### config.mk
export PLATFORM = sky130hd
export DESIGN_NAME = reg_op_sequencer
export DESIGN_NICKNAME = d
export VERILOG_FILES = /design/src/rtl/reg_op_sequencer.sv
export SDC_FILE = /design/constraint.sdc
export NUM_CORES = 1
export LEC_CHECK = 0
export BUFFER_PORTS_ARGS = -buffer_cell sky130_fd_sc_hd__buf_4
export CORE_MARGIN = 1
export CORE_UTILIZATION = 30
export CTS_BUF_LIST = sky130_fd_sc_hd__clkbuf_2
export CTS_CLUSTER_SIZE = 14
export DETAILED_ROUTE_END_ITERATION = 12
export GPL_TIMING_DRIVEN = 0
export SLEW_MARGIN = 20
export SYNTH_ARGS = -nofsm -noshare
export SYNTH_HDL_FRONTEND = slang
export SYNTH_SLANG_ARGS = --single-unit
### constraint.sdc
create_clock -name clk -period 6.5 [get_ports clk]
set_input_delay 0.975 -clock clk [delete_from_list [all_inputs] [get_ports clk]]
set_output_delay 0.975 -clock clk [all_outputs]
set_load 0.01 [all_outputs]
### src/rtl/reg_op_sequencer.sv
// Round-robin sequencer that owns the control strobes of a shared 4-bit shift/count register.
// Optional mid-command abort input is enabled by defining REG_OP_SEQUENCER_ABORT_EN.
module reg_op_sequencer #(
  parameter int unsigned DW    = 4,
  parameter int unsigned CNT_W = 3
) (
  input  logic             clk,
  input  logic             rst,
  input  logic             vld0,
  input  logic [2:0]       op0,
  input  logic [DW-1:0]    dat0,
  input  logic             sb0,
  input  logic [CNT_W-1:0] cnt0,
  output logic             rdy0,
  output logic             done0,
  input  logic             vld1,
  input  logic [2:0]       op1,
  input  logic [DW-1:0]    dat1,
  input  logic             sb1,
  input  logic [CNT_W-1:0] cnt1,
  output logic             rdy1,
  output logic             done1,
`ifdef REG_OP_SEQUENCER_ABORT_EN
  input  logic             abort,
`endif
  output logic             r_cl,
  output logic             r_ld,
  output logic [DW-1:0]    r_in,
  output logic             r_inc,
  output logic             r_dec,
  output logic             r_sr,
  output logic             r_ir,
  output logic             r_sl,
  output logic             r_il,
  output logic             busy
);

  localparam logic [2:0] OP_CLR  = 3'd1;
  localparam logic [2:0] OP_LOAD = 3'd2;
  localparam logic [2:0] OP_INC  = 3'd3;
  localparam logic [2:0] OP_DEC  = 3'd4;
  localparam logic [2:0] OP_SHR  = 3'd5;
  localparam logic [2:0] OP_SHL  = 3'd6;

  typedef enum logic {S_IDLE, S_EXEC} state_t;

  state_t           r_state;
  logic             r_rr;
  logic             r_own;
  logic [CNT_W-1:0] r_cnt;
  logic             r_done0;
  logic             r_done1;

  logic             w_idle;
  logic             w_gnt0;
  logic             w_gnt1;
  logic             w_hs;
  logic             w_sel;
  logic [2:0]       w_op;
  logic [DW-1:0]    w_dat;
  logic             w_sb;
  logic [CNT_W-1:0] w_cnt;
  logic             w_multi;
  logic [CNT_W-1:0] w_len_m1;
  logic             w_abort;
  logic             w_last;

`ifdef REG_OP_SEQUENCER_ABORT_EN
  assign w_abort = abort;
`else
  assign w_abort = 1'b0;
`endif

  // Grant: a lone requester wins; on contention the rr pointer decides.
  assign w_idle  = (r_state == S_IDLE) && !rst;
  assign w_gnt0  = vld0 && (!vld1 || !r_rr);
  assign w_gnt1  = vld1 && (!vld0 || r_rr);
  assign rdy0    = w_idle && w_gnt0;
  assign rdy1    = w_idle && w_gnt1;
  assign w_hs    = w_idle && (vld0 || vld1);
  assign w_sel   = w_gnt1;

  assign w_op    = w_sel ? op1  : op0;
  assign w_dat   = w_sel ? dat1 : dat0;
  assign w_sb    = w_sel ? sb1  : sb0;
  assign w_cnt   = w_sel ? cnt1 : cnt0;

  // Only the counted ops repeat; a zero count still runs once.
  assign w_multi  = (w_op >= OP_INC) && (w_op <= OP_SHL);
  assign w_len_m1 = (w_multi && (w_cnt != '0)) ? (w_cnt - CNT_W'(1)) : '0;

  assign w_last  = (r_cnt == '0) || w_abort;
  assign done0   = r_done0 || (w_abort && busy && !r_own);
  assign done1   = r_done1 || (w_abort && busy && r_own);

  always_ff @(posedge clk) begin
    if (rst) begin
      r_state <= S_IDLE;
      r_rr    <= 1'b0;
      r_own   <= 1'b0;
      r_cnt   <= '0;
      r_done0 <= 1'b0;
      r_done1 <= 1'b0;
      r_cl    <= 1'b0;
      r_ld    <= 1'b0;
      r_in    <= '0;
      r_inc   <= 1'b0;
      r_dec   <= 1'b0;
      r_sr    <= 1'b0;
      r_ir    <= 1'b0;
      r_sl    <= 1'b0;
      r_il    <= 1'b0;
      busy    <= 1'b0;
    end else begin
      case (r_state)
        S_IDLE: begin
          if (w_hs) begin
            r_state <= S_EXEC;
            r_rr    <= !w_sel;
            r_own   <= w_sel;
            r_cnt   <= w_len_m1;
            r_done0 <= (w_len_m1 == '0) && !w_sel;
            r_done1 <= (w_len_m1 == '0) && w_sel;
            r_cl    <= (w_op == OP_CLR);
            r_ld    <= (w_op == OP_LOAD);
            r_in    <= (w_op == OP_LOAD) ? w_dat : '0;
            r_inc   <= (w_op == OP_INC);
            r_dec   <= (w_op == OP_DEC);
            r_sr    <= (w_op == OP_SHR);
            r_ir    <= (w_op == OP_SHR) && w_sb;
            r_sl    <= (w_op == OP_SHL);
            r_il    <= (w_op == OP_SHL) && w_sb;
            busy    <= 1'b1;
          end
        end
        S_EXEC: begin
          if (w_last) begin
            r_state <= S_IDLE;
            r_cnt   <= '0;
            r_done0 <= 1'b0;
            r_done1 <= 1'b0;
            r_cl    <= 1'b0;
            r_ld    <= 1'b0;
            r_in    <= '0;
            r_inc   <= 1'b0;
            r_dec   <= 1'b0;
            r_sr    <= 1'b0;
            r_ir    <= 1'b0;
            r_sl    <= 1'b0;
            r_il    <= 1'b0;
            busy    <= 1'b0;
          end else begin
            // Strobes hold; done is raised for the cycle where the count reaches zero.
            r_cnt   <= r_cnt - CNT_W'(1);
            r_done0 <= (r_cnt == CNT_W'(1)) && !r_own;
            r_done1 <= (r_cnt == CNT_W'(1)) && r_own;
          end
        end
        default: r_state <= S_IDLE;
      endcase
    end
  end

endmodule
# Word-level counts from Yosys, hierarchy flattened
# Index checks and enable logic that the tools add are counted.
[totals]
elab_cells = 98
regBits = 21
out_inout_bits = 17
input_bits = 26
[op_classes]
bitwise = 1
muxes = 40
n_eq_ne = 9
n_addsub = 2
n_reduce_logical = 28
magnitude_cmp = 2
[ops]
columns = ["op", "n"]
rows = [
  ["one-hot mux 1 bit (2 select lines)", 12],
  ["2-to-1 mux 1 bit", 17],
  ["2-to-1 mux 4 bit", 4],
  ["2-to-1 mux 3 bit", 5],
  ["logical AND 1 bit", 14],
  ["equality test 3 bit, second input constant", 3],
  ["one-hot mux 4 bit (2 select lines)", 1],
  ["equality test 3 x 1 -> 1 bit, second input constant", 2],
  ["equality test 3 x 2 -> 1 bit, second input constant", 2],
  ["zero test 1 bit", 6],
  ["zero test 3 bit", 2],
  ["one-hot mux 3 bit (2 select lines)", 1],
  ["subtractor 3 x 1 -> 3 bit, second input constant", 2],
  ["AND reduction 2 bit", 2],
  ["greater-or-equal comparator 3 x 2 -> 1 bit, second input constant", 1],
  ["less-or-equal comparator 3 bit, second input constant", 1],
  ["logical OR 1 bit", 3],
  ["nonzero test 3 bit", 1],
  ["!= test 2 x 1 -> 1 bit, second input constant", 1],
  ["!= test 2 bit, second input constant", 1],
  ["inverter 1 bit", 1],
]

# Longest topological paths before layout
[depth]
word_depth = 12
mapped_depth = 10
mapped_depth_nobuf = 10

# Least setup slack after synthesis
# No wires, ideal clock.
[synth_timing]
kind = "input -> register"
startpoint = "in vld1"
endpoint = "reg r_done1, in the netlist done1"
n_path_buf = 1
arrival_time_ns = 2.996
path_stages = 10
t_required_ns = 6.375
setup_slack_ns = 3.379
cell_sequence = "buf_4 > nand2_1 > mux2_2 > inv_1 > ha_1 > inv_1 > or4_1 > and4_1 > a31o_1 > o2bb2ai_1"
[synth_between]
elab_chain_cells = 10
[synth_lines]
columns = ["element", "line_no", "rtl"]
rows = [
  ["from (decl)", "16", "input logic vld1,"],
  ["logical AND 1 bit", "77", "assign w_gnt1 = vld1 && (!vld0 || r_rr);"],
  ["2-to-1 mux 3 bit", "83", "assign w_op = w_sel ? op1 : op0;"],
  ["greater-or-equal comparator 3 x 2 -> 1 bit or less-or-equal comparator 3 bit (tied branches)", "89", "assign w_multi = (w_op >= OP_INC) && (w_op <= OP_SHL);"],
  ["logical AND 1 bit", "89", ""],
  ["logical AND 1 bit", "90", "assign w_len_m1 = (w_multi && (w_cnt != '0)) ? (w_cnt - CNT_W'(1)) : '0;"],
  ["2-to-1 mux 3 bit", "90", ""],
  ["zero test 3 bit", "123", "r_done1 <= (w_len_m1 == '0) && w_sel;"],
  ["logical AND 1 bit", "123", ""],
  ["2-to-1 mux 1 bit", "117", "if (w_hs) begin"],
  ["one-hot mux 1 bit (2 select lines)", "115", "case (r_state)"],
  ["to (signal assigned)", "123", ""],
  ["to (signal assigned)", "156", "r_done1 <= (r_cnt == CNT_W'(1)) && r_own;"],
  ["to (decl)", "52", "logic r_done1;"],
]
# Several ways; a longest one is shown, not always the timed one. The select of a mux whose other input is x is not followed.
# A chain may end at the register's enable or synchronous reset.

# Worst setup path after layout
[layout_timing]
startpoint = "in vld0"
endpoint = "reg r_done1, in the netlist done1"
[layout_between]
elab_chain_cells = 12
[layout_lines]
columns = ["element", "line_no", "rtl"]
rows = [
  ["from (decl)", "9", "input logic vld0,"],
  ["zero test 1 bit", "77", ""],
  ["logical OR 1 bit", "77", ""],
  ["logical AND 1 bit", "77", ""],
  ["2-to-1 mux 3 bit", "83", ""],
  ["greater-or-equal comparator 3 x 2 -> 1 bit or less-or-equal comparator 3 bit (tied branches)", "89", ""],
  ["logical AND 1 bit", "89", ""],
  ["logical AND 1 bit", "90", ""],
  ["2-to-1 mux 3 bit", "90", ""],
  ["zero test 3 bit", "123", ""],
  ["logical AND 1 bit", "123", ""],
  ["2-to-1 mux 1 bit", "117", ""],
  ["one-hot mux 1 bit (2 select lines)", "115", ""],
]
# Several ways; a longest one is shown, not always the timed one. The select of a mux whose other input is x is not followed.

==> run_results.csv <==
group,metric,value,unit
run_status,outcome,"finished, final reports clean",
synth,synth-async-reset-ratio,0,
routing,viasPerCell,5.11,
floorplan,io_pins,43,
cts,cts_made_buffers,3,
cells_and_area,largest_reg_flops,4,
grt,grt_usage,0.159,
timing,slew_violations,0,
grt,grt_pass1_wl,5.26,mm
cts,cts_resized,0,
synth,netlist-cell-type-count,45,
synth,syn_area,1190,sq um
cts,cts_setup_buffers,0,
place,numPortBuffers,41,
routing,drtIter0Drc,32,
worst_setup_path,crit_buf_inv,3,
worst_setup_path,critPathKind,"input port to flip-flop",
flow_run,max-cap-violations,0,
worst_setup_path,critPathTopFamily,"simple AND/OR/NAND/NOR gates",
synth,syn_area_per_cell,8.66,sq um
cells_and_area,largestRegisters,"r_in (4), r_cnt (3)",
worst_setup_path,cpMostUsedCell,"inv_1",
routing,remaining_drc_errors,0,
pwr,power.leakage,0.697,nW
synth,ys_top_cells_by_area,"dfxtp_1 (35%), mux2i_1 (5.9%), nand2_1 (4.7%)",
synth,synth-edff-count,0,
timing,setup_tns,0,ns
cts,cts_tree,"done",
synth,ys_ff_latch,21,
worst_setup_path,critPathArrivalTime,3.36,ns
timing,finClkSkew,0.00449,ns
timing,rsz0062_at_grt,"false",
timing,period_needed,3.14,ns
worst_setup_path,start_kind,"input port",
worst_setup_path,cp_cell_sequence,"buf_4 > nand2b_1 > nand2_1 > mux2_2 > inv_1 > ha_1 > inv_1 > or4_1 > and4_1 > a31o_1 > o2bb2ai_1",
floorplan,die_x,64.9,um
cells_and_area,layout_common_cells,"buf_4 (42), dfxtp_1 (21), nand2_1 (15)",
timing,fmax,319,MHz
floorplan,start_util,0.319,
cts,cts_max_path_buffers,2,
pwr,peakVddDrop,0.0636,mV
cts,clkLatencyLatePin,0.31,ns
cells_and_area,fin_util,0.424,
cts,htree_levels,1,
worst_setup_path,slowest_stage,"or4_1",
cells_and_area,multi_input_area,713,sq um
routing,drt_wl_total,3.08,mm
pwr,power_density,185,nW/um^2
worst_setup_path,crit_fanout,9,
timing,setup_violations,0,
floorplan,die_area,4210,sq um
pwr,power,0.291,mW
grt,antenna_found_initial,0,
synth,synth_top_area_cell,"dfxtp_1",
synth,yosys_warnings,0,
floorplan,core,3720,sq um
synth,syn_nets,167,
floorplan,die_h,64.9,um
routing,ant_nets,0,
synth,synth_ff_type,"dfxtp_1",
worst_setup_path,reg2reg_slack,3.70,ns
place,routabilityCongestion,0.838,
cts,clkSinkCount,21,
cells_and_area,fill_cells,389,
timing,tightest_slew,0.508,ns
synth,synthDominantCellAreaShare,0.354,
synth,syn_inst,137,
min_path,hold_class,"flip-flop to flip-flop",
worst_setup_path,end_kind,"flip-flop",
cts,clkTransAtPathRegs,0.20,ns
synth,ys_seq_area_frac,0.354,
cts,postCtsHoldBufs,0,
grt,overflow,0,
cells_and_area,fin_nets,213,
routing,wire_per_inst,13.4,um
cells_and_area,area_delta_synth_final,32.7,%
cells_and_area,n_antenna_cell,0,
timing,slew_headroom,0.651,
floorplan,core.rowCount,22,
worst_setup_path,cpPeakStageDelay,0.46,ns
grt,grt_pass1_vias,1137,
timing,final_hold_viol_count,0,
worst_setup_path,cp_data_required_time,6.72,ns
place,dpl.hpwl,2.45,mm
routing,vias,1175,
grt,grt_max_degree,13,
cells_and_area,layout_commonest_cell,"buf_4",
cells_and_area,layout.cells.non_filler,230,
cells_and_area,seq_area,420,sq um
cells_and_area,drive_gt1_frac,0.302,
cts,clockRootBuffer,"clkbuf_2",
routing,drtPass1Iterations,4,
place,placedCellCount,226,
timing,fin_crit_sh,0.482,
cells_and_area,regMostFlops,"r_in",
-- final cells by class --
class	count	share of cell area
Sequential cell	21	0.267
Multi-Input combinational cell	104	0.453
Timing Repair Buffer	41	0.196
Tap cell	48	0.0382
Buffer	5	0.0151
Clock inverter	1	0.00318
Inverter	7	0.0183
Clock buffer	3	0.00954
-- where the power goes --
group / switching [mW] / total [mW] / internal (mW)
combinational: 0.0505 / 0.0937 / 0.0432
sequential: 0.00617 / 0.144 / 0.138
clock: 0.0398 / 0.0538 / 0.0140
-- kinds of logic (layout without fill, tap and decap cells) --
family,after synthesis,count (layout),synth area share
simple gates,50,50,0.241
compound gates,40,40,0.228
flops,21,21,0.354
buf+inv,12,57,0.0443
mux,10,10,0.0907
fa+ha+maj,4,4,0.0422
-- Yosys cell counts, drive strengths merged, types with 4 or more instances --
cell type / count
dfxtp: 21
nand2: 15
nor2: 11
mux2i: 7
a21oi: 11
inv: 7
ha: 4
o21ai: 9
-- per-layer routing --
metal | track usage | share of wire
met4 | 0.0611 | 0.0088
met2 | 0.260 | 0.47
met3 | 0.0123 | 0.024
met1 | 0.216 | 0.49
met5 | 0 | 0
-- worst paths after layout --
path,to,startpoint,cells after the start
hold / removal,r_in[1]$_SDFFE_PP0P_,r_in[1]$_SDFFE_PP0P_,2
setup reg to reg,done1$_SDFFE_PP0P_,r_rr$_SDFFE_PP0P_,10
setup / recovery,done1$_SDFFE_PP0P_,vld0,11
hold reg to reg,r_in[1]$_SDFFE_PP0P_,r_in[1]$_SDFFE_PP0P_,2
-- metrics by stage --
| step | area (sq um) | setup slack [ns] | hold WS, ns |
|---|---|---|---|
| finish | 1570 | 3.36 | 0.478 |
| floorplan | 1190 | 3.38 | 0.466 |
| global route | 1570 | 3.24 | 0.494 |
| global placement | 1550 | 3.04 | 0.441 |
| detailed placement | 1550 | 2.99 | 0.448 |
| CTS | 1570 | 3.35 | 0.481 |
-- worst reg2reg max path, delay by kind of cell (launching register included) --
kind / cells / cell delay (ns)
buffers and inverters: 2 / 0.16
AOI/OAI and AO/OA: 2 / 0.35
DFF: 1 / 0.36
adders and majority gates: 1 / 0.16
and+or+nand+nor: 4 / 1.26
muxes: 1 / 0.43
No activity file was read; power rests on OpenSTA's default activity.
